[src/rtl/div_ctrl_if.sv]
// EX <-> divider handshake bundle.
// EX drives the request side; the divider answers with result/ready/stall.
interface div_ctrl_if #(
  parameter int WIDTH = 32
);
  logic               div_start;
  logic               div_signed;
  logic [WIDTH-1:0]   div_op1;
  logic [WIDTH-1:0]   div_op2;
  logic               div_annul;
  logic [2*WIDTH-1:0] div_result;
  logic               div_ready;
  logic               stallreq_div;

  modport master (
    output div_start,
    output div_signed,
    output div_op1,
    output div_op2,
    output div_annul,
    input  div_result,
    input  div_ready,
    input  stallreq_div
  );

  modport slave (
    input  div_start,
    input  div_signed,
    input  div_op1,
    input  div_op2,
    input  div_annul,
    output div_result,
    output div_ready,
    output stallreq_div
  );
endinterface

[src/rtl/div_ctrl.sv]
// Multi-cycle restoring divider for DIV/DIVU in EX.
// Result is {remainder, quotient}, one bit per cycle.
module div_ctrl #(
  parameter int WIDTH = 32
) (
  input logic       clk,
  input logic       rst,
  div_ctrl_if.slave bus
);
  localparam int W  = WIDTH;
  localparam int CW = $clog2(WIDTH);

  typedef enum logic [1:0] {
    IDLE,
    BYZERO,
    ON,
    END
  } state_t;

  state_t         state;
  logic [CW-1:0]  cnt;
  logic [2*W:0]   acc;
  logic [2*W:0]   sh;
  logic [2*W:0]   acc_nxt;
  logic [W+1:0]   tmp;
  logic [W-1:0]   dvs;
  logic [W-1:0]   mag1;
  logic [W-1:0]   mag2;
  logic [W-1:0]   quo;
  logic [W-1:0]   rem;
  logic [W-1:0]   q_fix;
  logic [W-1:0]   r_fix;
  logic           neg1;
  logic           neg2;
  logic           s1;
  logic           s2;
  logic [2*W-1:0] result;
  logic           ready;

  assign neg1 = bus.div_signed & bus.div_op1[W-1];
  assign neg2 = bus.div_signed & bus.div_op2[W-1];
  assign mag1 = neg1 ? -bus.div_op1 : bus.div_op1;
  assign mag2 = neg2 ? -bus.div_op2 : bus.div_op2;

  // Trial subtract on the shifted {rem, dividend}; a borrow restores.
  assign sh      = acc << 1;
  assign tmp     = {1'b0, sh[2*W:W]} - {2'b0, dvs};
  assign acc_nxt = tmp[W+1] ? sh
                 : {tmp[W:0], sh[W-1:1], 1'b1};

  assign quo   = acc_nxt[W-1:0];
  assign rem   = acc_nxt[2*W-1:W];
  assign q_fix = (s1 ^ s2) ? -quo : quo;
  assign r_fix = s1 ? -rem : rem;

  assign bus.div_result   = result;
  assign bus.div_ready    = ready;
  assign bus.stallreq_div = bus.div_start
                          & ~ready
                          & ~bus.div_annul;

  always_ff @(posedge clk or posedge rst) begin
    if (rst) begin
      state  <= IDLE;
      cnt    <= '0;
      acc    <= '0;
      dvs    <= '0;
      s1     <= 1'b0;
      s2     <= 1'b0;
      result <= '0;
      ready  <= 1'b0;
    end else begin
      ready <= 1'b0;
      unique case (state)
        IDLE: begin
          if (bus.div_start && !bus.div_annul) begin
            s1  <= neg1;
            s2  <= neg2;
            acc <= {{(W+1){1'b0}}, mag1};
            dvs <= mag2;
            cnt <= '0;
            if (bus.div_op2 == '0)
              state <= BYZERO;
            else
              state <= ON;
          end
        end
        BYZERO: begin
          if (bus.div_annul) begin
            state <= IDLE;
          end else begin
            state  <= END;
            result <= '0;
            ready  <= 1'b1;
          end
        end
        ON: begin
          if (bus.div_annul) begin
            state <= IDLE;
            cnt   <= '0;
          end else begin
            acc <= acc_nxt;
            cnt <= cnt + 1'b1;
            if (cnt == CW'(W-1)) begin
              state  <= END;
              result <= {r_fix, q_fix};
              ready  <= 1'b1;
            end
          end
        end
        END: begin
          state <= IDLE;
          cnt   <= '0;
        end
        default: state <= IDLE;
      endcase
    end
  end
endmodule

[src/flat_wrapper.sv]
// flat-port wrapper written by rule: the top's interface ports become plain ports
module div_ctrl_flat 
#(
  parameter int WIDTH = 32
)
  (clk, rst, bus_div_start, bus_div_signed, bus_div_op1, bus_div_op2, bus_div_annul, bus_div_result, bus_div_ready, bus_stallreq_div);
  div_ctrl_if #(.WIDTH(WIDTH)) bus_i ();
  input logic clk;
  input logic rst;
  input wire logic [$bits(bus_i.div_start)-1:0] bus_div_start;
  input wire logic [$bits(bus_i.div_signed)-1:0] bus_div_signed;
  input wire logic [$bits(bus_i.div_op1)-1:0] bus_div_op1;
  input wire logic [$bits(bus_i.div_op2)-1:0] bus_div_op2;
  input wire logic [$bits(bus_i.div_annul)-1:0] bus_div_annul;
  output wire logic [$bits(bus_i.div_result)-1:0] bus_div_result;
  output wire logic [$bits(bus_i.div_ready)-1:0] bus_div_ready;
  output wire logic [$bits(bus_i.stallreq_div)-1:0] bus_stallreq_div;
  assign bus_i.div_start = bus_div_start;
  assign bus_i.div_signed = bus_div_signed;
  assign bus_i.div_op1 = bus_div_op1;
  assign bus_i.div_op2 = bus_div_op2;
  assign bus_i.div_annul = bus_div_annul;
  assign bus_div_result = bus_i.div_result;
  assign bus_div_ready = bus_i.div_ready;
  assign bus_stallreq_div = bus_i.stallreq_div;
  div_ctrl #(.WIDTH(WIDTH)) u_core (.clk(clk), .rst(rst), .bus(bus_i));
endmodule
[config.mk]
export PLATFORM = sky130hd
export DESIGN_NAME = div_ctrl_flat
export DESIGN_NICKNAME = d
export VERILOG_FILES = /design/src/rtl/div_ctrl_if.sv /design/src/rtl/div_ctrl.sv /design/src/flat_wrapper.sv
export SDC_FILE = /design/constraint.sdc
export NUM_CORES = 1
export LEC_CHECK = 0
export CORE_ASPECT_RATIO = 0.75
export CORE_MARGIN = 3
export CORE_UTILIZATION = 52
export DETAILED_ROUTE_END_ITERATION = 8
export GPL_ROUTABILITY_DRIVEN = 0
export PLACE_DENSITY_LB_ADDON = 0.1
export SYNTH_ARGS = -nofsm -noshare
export SYNTH_HDL_FRONTEND = slang
export SYNTH_SLANG_ARGS = --single-unit
[constraint.sdc]
create_clock -name clk -period 5.9 [get_ports clk]
set_clock_uncertainty 0.15 [all_clocks]
set_input_delay 1.18 -clock clk [delete_from_list [all_inputs] [get_ports clk]]
set_output_delay 1.18 -clock clk [all_outputs]
set_load 0.03 [all_outputs]
==> impl_summary.log, run 1 <==
INFO  metric fillers = 1998
INFO  metric path_buf_inv = 0
INFO  metric yosys.area_share.adder = 4.408%
INFO  metric postSynthRegisterBits = 170
INFO  metric tritoncts_clock_tree = built
INFO  metric ctsHtreeMaxLevel = 4
INFO  metric globalRouteTotalUtil = 27.05%
INFO  metric yosys.cell_types.count = 74
INFO  metric first_global_vias = 10720
INFO  metric fin_nets = 1737
INFO  metric fmax = 179.9 MHz
INFO  metric p_comb_share = 64.9%
INFO  metric power.internal = 4.360 mW
INFO  metric detailed_routed_wire_length_on_met3 = 2186 µm
INFO  metric finish.instance_area = 14190 µm²
INFO  metric cts-buffers-inserted = 17
INFO  metric floorplan.initialDensity = 53.83%
INFO  metric grt_antenna_before_repair = 0
INFO  metric utilization = 63.17%
INFO  metric switching_share = 51.43%
INFO  metric setup.worst_path.start_class = flop
INFO  metric synth.yosys.warnings = 0
INFO  metric num_io_pins = 135
INFO  metric postSynthNetCount = 1652
INFO  metric grt_first_pass_wirelength = 56170 µm
INFO  metric io_buffer_count = 134
INFO  metric worstSetupPathType = flop to flop
INFO  metric synth_top_family_by_area = compound AO/OA/AOI/OAI gates
INFO  metric hold_path.class = flop to flop
INFO  metric dieHeight = 138.1 µm
INFO  metric detailroute.wirelength.met2 = 14940 µm
INFO  metric drtAntennaViolNets = 0
INFO  metric synthMostInstantiatedCell = sky130_fd_sc_hd__nand2_1
INFO  metric setup_tns = 0 ns
INFO  metric ctsLongestPathBuffers = 2
INFO  metric leakagePower = 6.028 nW
INFO  metric synth.yosys.seq_area_share = 35.18%
INFO  metric wirelength_met1 = 16500 µm
INFO  metric critical_path.top_delay_family = compound AO/OA/AOI/OAI gates
INFO  metric rsz_0062_raised_after_global_routing = no
INFO  metric overall_die_area = 25140 µm²
INFO  metric status = finished, final reports clean
INFO  metric route.vias.total = 11510
INFO  metric synthXorXnorAreaFrac = 9.706%
INFO  metric diodes = 0
INFO  metric power_after_layout = 8.977 mW
INFO  metric ctsHoldBuffers = 0
INFO  metric slowest_delay = 0.57 ns
INFO  metric maxSlewViolCount = 0
INFO  metric hold_viol = 0
INFO  metric globalRoute.totalOverflow = 0
INFO  metric kind_of_end_point_of_the_critical_path = flop
INFO  metric seq_power_share = 22.8%
INFO  metric cap_violations = 0
INFO  metric post_route_cells_drive_above_1_share = 4.515%
INFO  metric async_set_reset_flop_share_out_of_synthesis = 100.0%
INFO  metric clk_root_buffer_cell = sky130_fd_sc_hd__clkbuf_16
INFO  metric synthFlopType = sky130_fd_sc_hd__dfrtp_1
INFO  metric clkSinkCount = 170
INFO  metric postPlaceCellArea = 13610 µm²
INFO  metric post_cts_setup_buffer_count = 0
INFO  metric syn_area_per_cell = 7.847 µm²
INFO  metric layout_min_cycle_time = 5.559 ns
INFO  metric synth.top_cell.area_share = 35.18%
INFO  metric drc_errors = 0
INFO  metric synth_top_cells_by_count = sky130_fd_sc_hd__nand2_1 (264), sky130_fd_sc_hd__o21ai_0 (226), sky130_fd_sc_hd__dfrtp_1 (170)
INFO  metric routedWlPerCell = 17.66 µm
INFO  metric arrival = 5.71 ns
INFO  metric synthesis.instances = 1541
INFO  metric placementRows = 47
INFO  metric hpwl = 24780 µm
INFO  metric critical-path-slowest-cell = sky130_fd_sc_hd__or4_1
INFO  metric post_drt_via_cell_ratio = 5.957
INFO  metric maximum_net_fanout_on_the_critical_path = 11
INFO  metric clkLatencyLatePin = 0.44 ns
INFO  metric max_slew_margin = 18.64%
INFO  metric vdd.ir_drop.worst = 0.0003215 V
INFO  metric complex_gate_fraction_of_the_synthesized_area = 23.28%
INFO  metric cts.clk_slew.worst_paths = 0.07 ns
INFO  metric critical_path_required = 6.05 ns
INFO  metric ys_top_cells_by_area = sky130_fd_sc_hd__dfrtp_1 (35%), sky130_fd_sc_hd__o21ai_0 (9.4%), sky130_fd_sc_hd__nand2_1 (8.2%)
INFO  metric muxShareOfSynthArea = 1.666%
INFO  metric pd_cells = 632.6 nW/µm²
INFO  metric area_growth = 17.35%
INFO  metric clkPwrFrac = 12.4%
INFO  metric highest-signal-layer = met4
INFO  metric first_pass_iters = 6
INFO  metric floorplan_core_area = 22460 µm²
INFO  metric fraction_of_the_cycle_the_final_worst_path_needs = 94.22%
INFO  metric setup_violations_final = 0
INFO  metric largest_net_degree_at_the_start_of_global_routing = 171
INFO  metric wl = 34140 µm
INFO  metric tightest_slew = 1.220 ns
INFO  metric drt_iter0_markers = 1144
INFO  metric synth_simple_gate_area_share = 21.12%
INFO  metric cp_common_cell = sky130_fd_sc_hd__o21ai_0
INFO  metric crit_path_cell_trace = ha_1 > a21oi_1 > o21ai_0 > a2111oi_2 > o21a_2 > nand2_8 > o21ai_0 > ha_1 > nand4_1 > or4_1 > o31ai_2 > nand4_1 > or3b_1 > o31ai_1 > xor2_1 > o21ai_0
INFO  metric synth_top_area_cell = sky130_fd_sc_hd__dfrtp_1
INFO  metric total_switching_power = 4.617 mW
INFO  metric post_synth_instance_area = 12090 µm²
INFO  metric synth_enable_flop_cells = 0
INFO  metric die_x = 182.1 µm
[metrics by stage]
step                instances  worst slack [ns]  hold WS [ns]
floorplan                1541           0.06740        0.2998
global placement         1901            0.3035        0.3090
detailed placement       1901           0.07028        0.3202
CTS                      1933           0.07662        0.3364
global route             1933           0.07480        0.3508
finish                   1933            0.3413        0.3319
[flip-flops by register name, summed over array words and instances, names as in the netlist]
name                   flops
u_core.acc                64
u_core.bus.div_result     64
u_core.s1                  1
u_core.bus.div_ready       1
u_core.s2                  1
u_core.dvs                32
u_core.cnt                 5
u_core.state               2
[timing repair]
item | CTS | global route
endpoints found under the setup margin | 1 | 7
hold endpoints to repair | 0 | 0
gates cloned | 0 | 0
gates resized for setup | 1 | 3
[routing by layer]
metal / up-vias / track usage [%]
li1: 5618 / -
met1: 5453 / 41.57
met2: 404 / 40.44
met3: 39 / 4.254
met4: 0 / 5.729
met5: - / 0
[layout by cell type (no fill, tap or decap), drive strengths merged, types with 11 or more instances in the layout]
cell type	n
nor4	13
or3	17
nor3	41
inv	63
buf	17
nand4	15
or4	18
clkdlybuf4s50	134
ha	41
dfrtp	170
mux2i	19
nand2b	21
nor2	105
a21oi	119
clkbuf	18
xor2	74
o31ai	29
xnor2	60
a21o	13
nand2	265
and3	11
o41ai	14
o21ai	229
nand3	17
[final timing paths]
kind	from	end	slack [ns]	cells after the start
max	u_core.acc[57]	u_core.bus.div_result[62]	0.34	16
min	u_core.bus.div_result[22]	u_core.bus.div_result[22]	0.33	2
max reg2reg	u_core.acc[57]	u_core.bus.div_result[62]	0.34	16
min reg2reg	u_core.bus.div_result[22]	u_core.bus.div_result[22]	0.33	2
max in group asynchronous	rst	u_core.dvs[0]	3.60	3
min in group asynchronous	rst	u_core.bus.div_result[20]	1.11	3
[cell families after synthesis]
logic type,after synthesis
multiplexers,20
AO/OA/AOI/OAI,480
adder cells (fa/ha/maj),42
AND/OR/NAND/NOR,554
flip-flops,170
XOR/XNOR,134
buffers and inverters,141
[power by group through the flow]
stage	Clock (mW)	Combinational [mW]	Sequential (mW)
2_1_floorplan	0	3.92	2.25
3_3_place_gp	0	5.58	2.04
3_5_place_dp	0	5.69	2.05
4_1_cts	1.13	5.73	2.03
5_1_grt	1.18	6.44	2.11
6_report	1.11	5.82	2.04
[final cells by class]
class / count / area (µm²) / area share [%]
Tap cell: 294 / 367.9 / 2.592
Sequential cell: 170 / 4254 / 29.98
Multi-Input combinational cell: 1230 / 7303 / 51.47
Inverter: 56 / 219.0 / 1.543
Clock buffer: 18 / 429.2 / 3.024
Clock inverter: 14 / 135.1 / 0.9523
Timing Repair Buffer: 151 / 1481 / 10.44
[worst register-to-register path, delay by kind of cell, from the launching register on]
family	cells	cell delay, ns
AOI/OAI and AO/OA	8	2.53
and+or+nand+nor	5	1.45
adders and majority gates	2	0.71
DFF	1	0.41
xor gates and xnor gates	1	0.16
(Power assumes the default switching activity.)
==> run 2: changes to the inputs <==
--- a/config.mk
+++ b/config.mk
@@ -5,6 +5,7 @@
 export SDC_FILE = /design/constraint.sdc
 export NUM_CORES = 1
 export LEC_CHECK = 0
+export CAP_MARGIN = 40
 export CORE_ASPECT_RATIO = 0.75
 export CORE_MARGIN = 3
 export CORE_UTILIZATION = 52
==> run 2 against run 1 <==
Sequential power hardly changed; count of clock-buffer cells in the layout stayed put; first-iteration DRC count is 9.2% lower; fmax is essentially flat; register-to-register slack is essentially flat; hold slack got worse by 0.0027 ns; sequential cell count unchanged; global-route usage fell by 0.20 points; design area is 0.19% higher; clock power barely moved; critical path depth did not move; total power shrank 0.30%; largest power group unchanged.
==> impl_summary.log, run 2 (synthesis gave the netlist of run 1 again) <==
INFO  metric status = finished, final reports clean (unchanged)
INFO  metric ctsHoldBuffers = 0 (unchanged)
INFO  metric maximum_net_fanout_on_the_critical_path = 11 (unchanged)
INFO  metric finish.instance_area = 14220 µm² (was 14190 µm²)
INFO  metric vdd.ir_drop.worst = 0.0003183 V (was 0.0003215 V)
INFO  metric clkLatencyLatePin = 0.44 ns (about the same)
INFO  metric floorplan.initialDensity = 53.83% (unchanged)
INFO  metric detailroute.wirelength.met2 = 14610 µm (was 14940 µm)
INFO  metric io_buffer_count = 134 (unchanged)
INFO  metric switching_share = 51.21% (was 51.43%)
INFO  metric max_slew_margin = 27.60% (was 18.64%)
INFO  metric clk_root_buffer_cell = sky130_fd_sc_hd__clkbuf_16 (unchanged)
INFO  metric fmax = 179.9 MHz (about the same)
INFO  metric hpwl = 24800 µm (was 24780 µm)
INFO  metric wl = 33680 µm (was 34140 µm)
INFO  metric clkSinkCount = 170 (unchanged)
INFO  metric drtAntennaViolNets = 0 (unchanged)
INFO  metric detailed_routed_wire_length_on_met3 = 2473 µm (was 2186 µm)
INFO  metric kind_of_end_point_of_the_critical_path = flop (unchanged)
INFO  metric first_pass_iters = 7 (was 6)
INFO  metric layout_min_cycle_time = 5.560 ns (was 5.559 ns)
INFO  metric fin_nets = 1739 (was 1737)
INFO  metric setup_violations_final = 0 (unchanged)
INFO  metric routedWlPerCell = 17.41 µm (was 17.66 µm)
INFO  metric postPlaceCellArea = 13640 µm² (was 13610 µm²)
INFO  metric cts.clk_slew.worst_paths = 0.07 ns (about the same)
INFO  metric leakagePower = 6.046 nW (was 6.028 nW)
INFO  metric p_comb_share = 64.8% (was 64.9%)
INFO  metric tightest_slew = 1.086 ns (was 1.220 ns)
INFO  metric highest-signal-layer = met4 (unchanged)
INFO  metric drc_errors = 0 (unchanged)
INFO  metric seq_power_share = 22.8% (about the same)
INFO  metric dieHeight = 138.1 µm (unchanged)
INFO  metric setup.worst_path.start_class = flop (unchanged)
INFO  metric total_switching_power = 4.583 mW (was 4.617 mW)
INFO  metric num_io_pins = 135 (unchanged)
INFO  metric maxSlewViolCount = 0 (unchanged)
INFO  metric post_route_cells_drive_above_1_share = 4.631% (was 4.515%)
INFO  metric overall_die_area = 25140 µm² (unchanged)
INFO  metric power.internal = 4.367 mW (was 4.360 mW)
INFO  metric grt_first_pass_wirelength = 55820 µm (was 56170 µm)
INFO  metric setup_tns = 0 ns (unchanged)
INFO  metric placementRows = 47 (unchanged)
INFO  metric cts-buffers-inserted = 17 (unchanged)
INFO  metric diodes = 0 (unchanged)
INFO  metric placedCellCount = 1903 (was 1901)
INFO  metric post_cts_setup_buffer_count = 0 (unchanged)
INFO  metric hold_viol = 0 (unchanged)
INFO  metric tritoncts_clock_tree = built (unchanged)
INFO  metric arrival = 5.70 ns (was 5.71 ns)
INFO  metric final_cells = 1935 (was 1933)
INFO  metric ctsLongestPathBuffers = 2 (unchanged)
INFO  metric layout_commonest_cell = sky130_fd_sc_hd__nand2_1 (unchanged)
INFO  metric hold_path.class = flop to flop (unchanged)
INFO  metric largest_net_degree_at_the_start_of_global_routing = 171 (unchanged)
INFO  metric die_x = 182.1 µm (unchanged)
INFO  metric wirelength_met1 = 16020 µm (was 16500 µm)
INFO  metric drt_iter0_markers = 1039 (was 1144)
INFO  metric area_growth = 17.58% (was 17.35%)
INFO  metric pd_cells = 629.5 nW/µm² (was 632.6 nW/µm²)
INFO  metric utilization = 63.29% (was 63.17%)
INFO  metric worstSetupPathType = flop to flop (unchanged)
INFO  metric rsz_0062_raised_after_global_routing = no (unchanged)
INFO  metric floorplan_core_area = 22460 µm² (unchanged)
INFO  metric globalRoute.totalOverflow = 0 (unchanged)
INFO  metric ctsHtreeMaxLevel = 4 (unchanged)
INFO  metric clkPwrFrac = 12.4% (about the same)
INFO  metric first_global_vias = 10640 (was 10720)
INFO  metric fraction_of_the_cycle_the_final_worst_path_needs = 94.24% (was 94.22%)
INFO  metric post_drt_via_cell_ratio = 5.959 (was 5.957)
INFO  metric cap_violations = 0 (unchanged)
INFO  metric globalRouteTotalUtil = 26.84% (was 27.05%)
INFO  metric grt_antenna_before_repair = 0 (unchanged)
INFO  metric critical_path_required = 6.04 ns (was 6.05 ns)
INFO  metric final_cell_mix = sky130_fd_sc_hd__nand2_1 (264), sky130_fd_sc_hd__o21ai_0 (224), sky130_fd_sc_hd__dfrtp_1 (170), sky130_fd_sc_hd__clkdlybuf4s50_1 (134), sky130_fd_sc_hd__a21oi_1 (119) (was sky130_fd_sc_hd__nand2_1 (264), sky130_fd_sc_hd__o21ai_0 (225), sky130_fd_sc_hd__dfrtp_1 (170), sky130_fd_sc_hd__clkdlybuf4s50_1 (134), sky130_fd_sc_hd__a21oi_1 (119))
INFO  metric route.vias.total = 11530 (was 11510)
-- run 2: cell count changes in the layout (fill, tap and decap cells not counted) --
cell,delta
sky130_fd_sc_hd__buf_6,+1
sky130_fd_sc_hd__buf_8,+1
sky130_fd_sc_hd__clkinv_4,+1
sky130_fd_sc_hd__clkinvlp_4,-1
sky130_fd_sc_hd__o21ai_0,-1
sky130_fd_sc_hd__o21ai_1,+1
-- run 2: through the flow --
step	hold WS (ns)	power (mW)	setup WS (ns)
after floorplan	0.2998	6.169	0.06740
after CTS	0.3359	8.884	0.03669
after global placement	0.3090	7.620	0.3035
final	0.3291	8.950	0.3400
after global routing	0.3528	9.718	0.005764
after detailed placement	0.3212	7.740	0.05948
-- run 2: routing by layer --
metal / GRT usage, % / up-vias
met3: 4.911 / 42
met1: 41.00 / 5436
met4: 5.970 / 0
met5: 0 / -
met2: 39.77 / 433
li1: - / 5620
-- run 2: final timing paths --
kind / start / to / slack [ns] / cells past startpoint
hold / removal: u_core.bus.div_result[24] / u_core.bus.div_result[24] / 0.33 / 2
setup / recovery: u_core.acc[57] / u_core.bus.div_result[62] / 0.34 / 16
min in group asynchronous: rst / u_core.bus.div_result[24] / 1.10 / 3
max in group asynchronous: rst / u_core.dvs[9] / 3.60 / 3
hold reg to reg: u_core.bus.div_result[24] / u_core.bus.div_result[24] / 0.33 / 2
setup reg to reg: u_core.acc[57] / u_core.bus.div_result[62] / 0.34 / 16
-- run 2: repair_timing --
item | 4_1_cts | 5_1_grt
hold endpoints to repair | 0 | 0
setup endpoints to repair | 0 | 7
resized for setup | 0 | 5
-- run 2: area by class of cell --
class / count / area, µm²
clock buffers: 18 / 429.2
clock inverters: 14 / 136.4
fillers: 1996 / 8247
inverters: 56 / 219.0
multi-input cells: 1230 / 7303
flip-flops and latches: 170 / 4254
well taps: 294 / 367.9
repair buffers: 153 / 1508
-- run 2: worst max-delay path: stages, from the launching register on --
cell,delay (ns)
sky130_fd_sc_hd__dfrtp_1,0.41
sky130_fd_sc_hd__ha_1,0.41
sky130_fd_sc_hd__a21oi_1,0.27
sky130_fd_sc_hd__o21ai_0,0.25
sky130_fd_sc_hd__a2111oi_2,0.53
sky130_fd_sc_hd__o21a_2,0.35
sky130_fd_sc_hd__nand2_8,0.10
sky130_fd_sc_hd__o21ai_0,0.28
sky130_fd_sc_hd__ha_1,0.30
sky130_fd_sc_hd__nand4_1,0.12
sky130_fd_sc_hd__or4_1,0.58
sky130_fd_sc_hd__o31ai_2,0.38
sky130_fd_sc_hd__nand4_1,0.20
sky130_fd_sc_hd__or3b_1,0.50
sky130_fd_sc_hd__o31ai_1,0.32
sky130_fd_sc_hd__xor2_1,0.18
sky130_fd_sc_hd__o21ai_0,0.09
-- run 2: power groups by stage --
stage	Sequential, mW	Combinational (mW)	Clock, mW
after CTS	2.03	5.73	1.12
after global routing	2.11	6.43	1.18
after detailed placement	2.05	5.69	0
after floorplan	2.25	3.92	0
after global placement	2.04	5.58	0
final	2.04	5.80	1.11
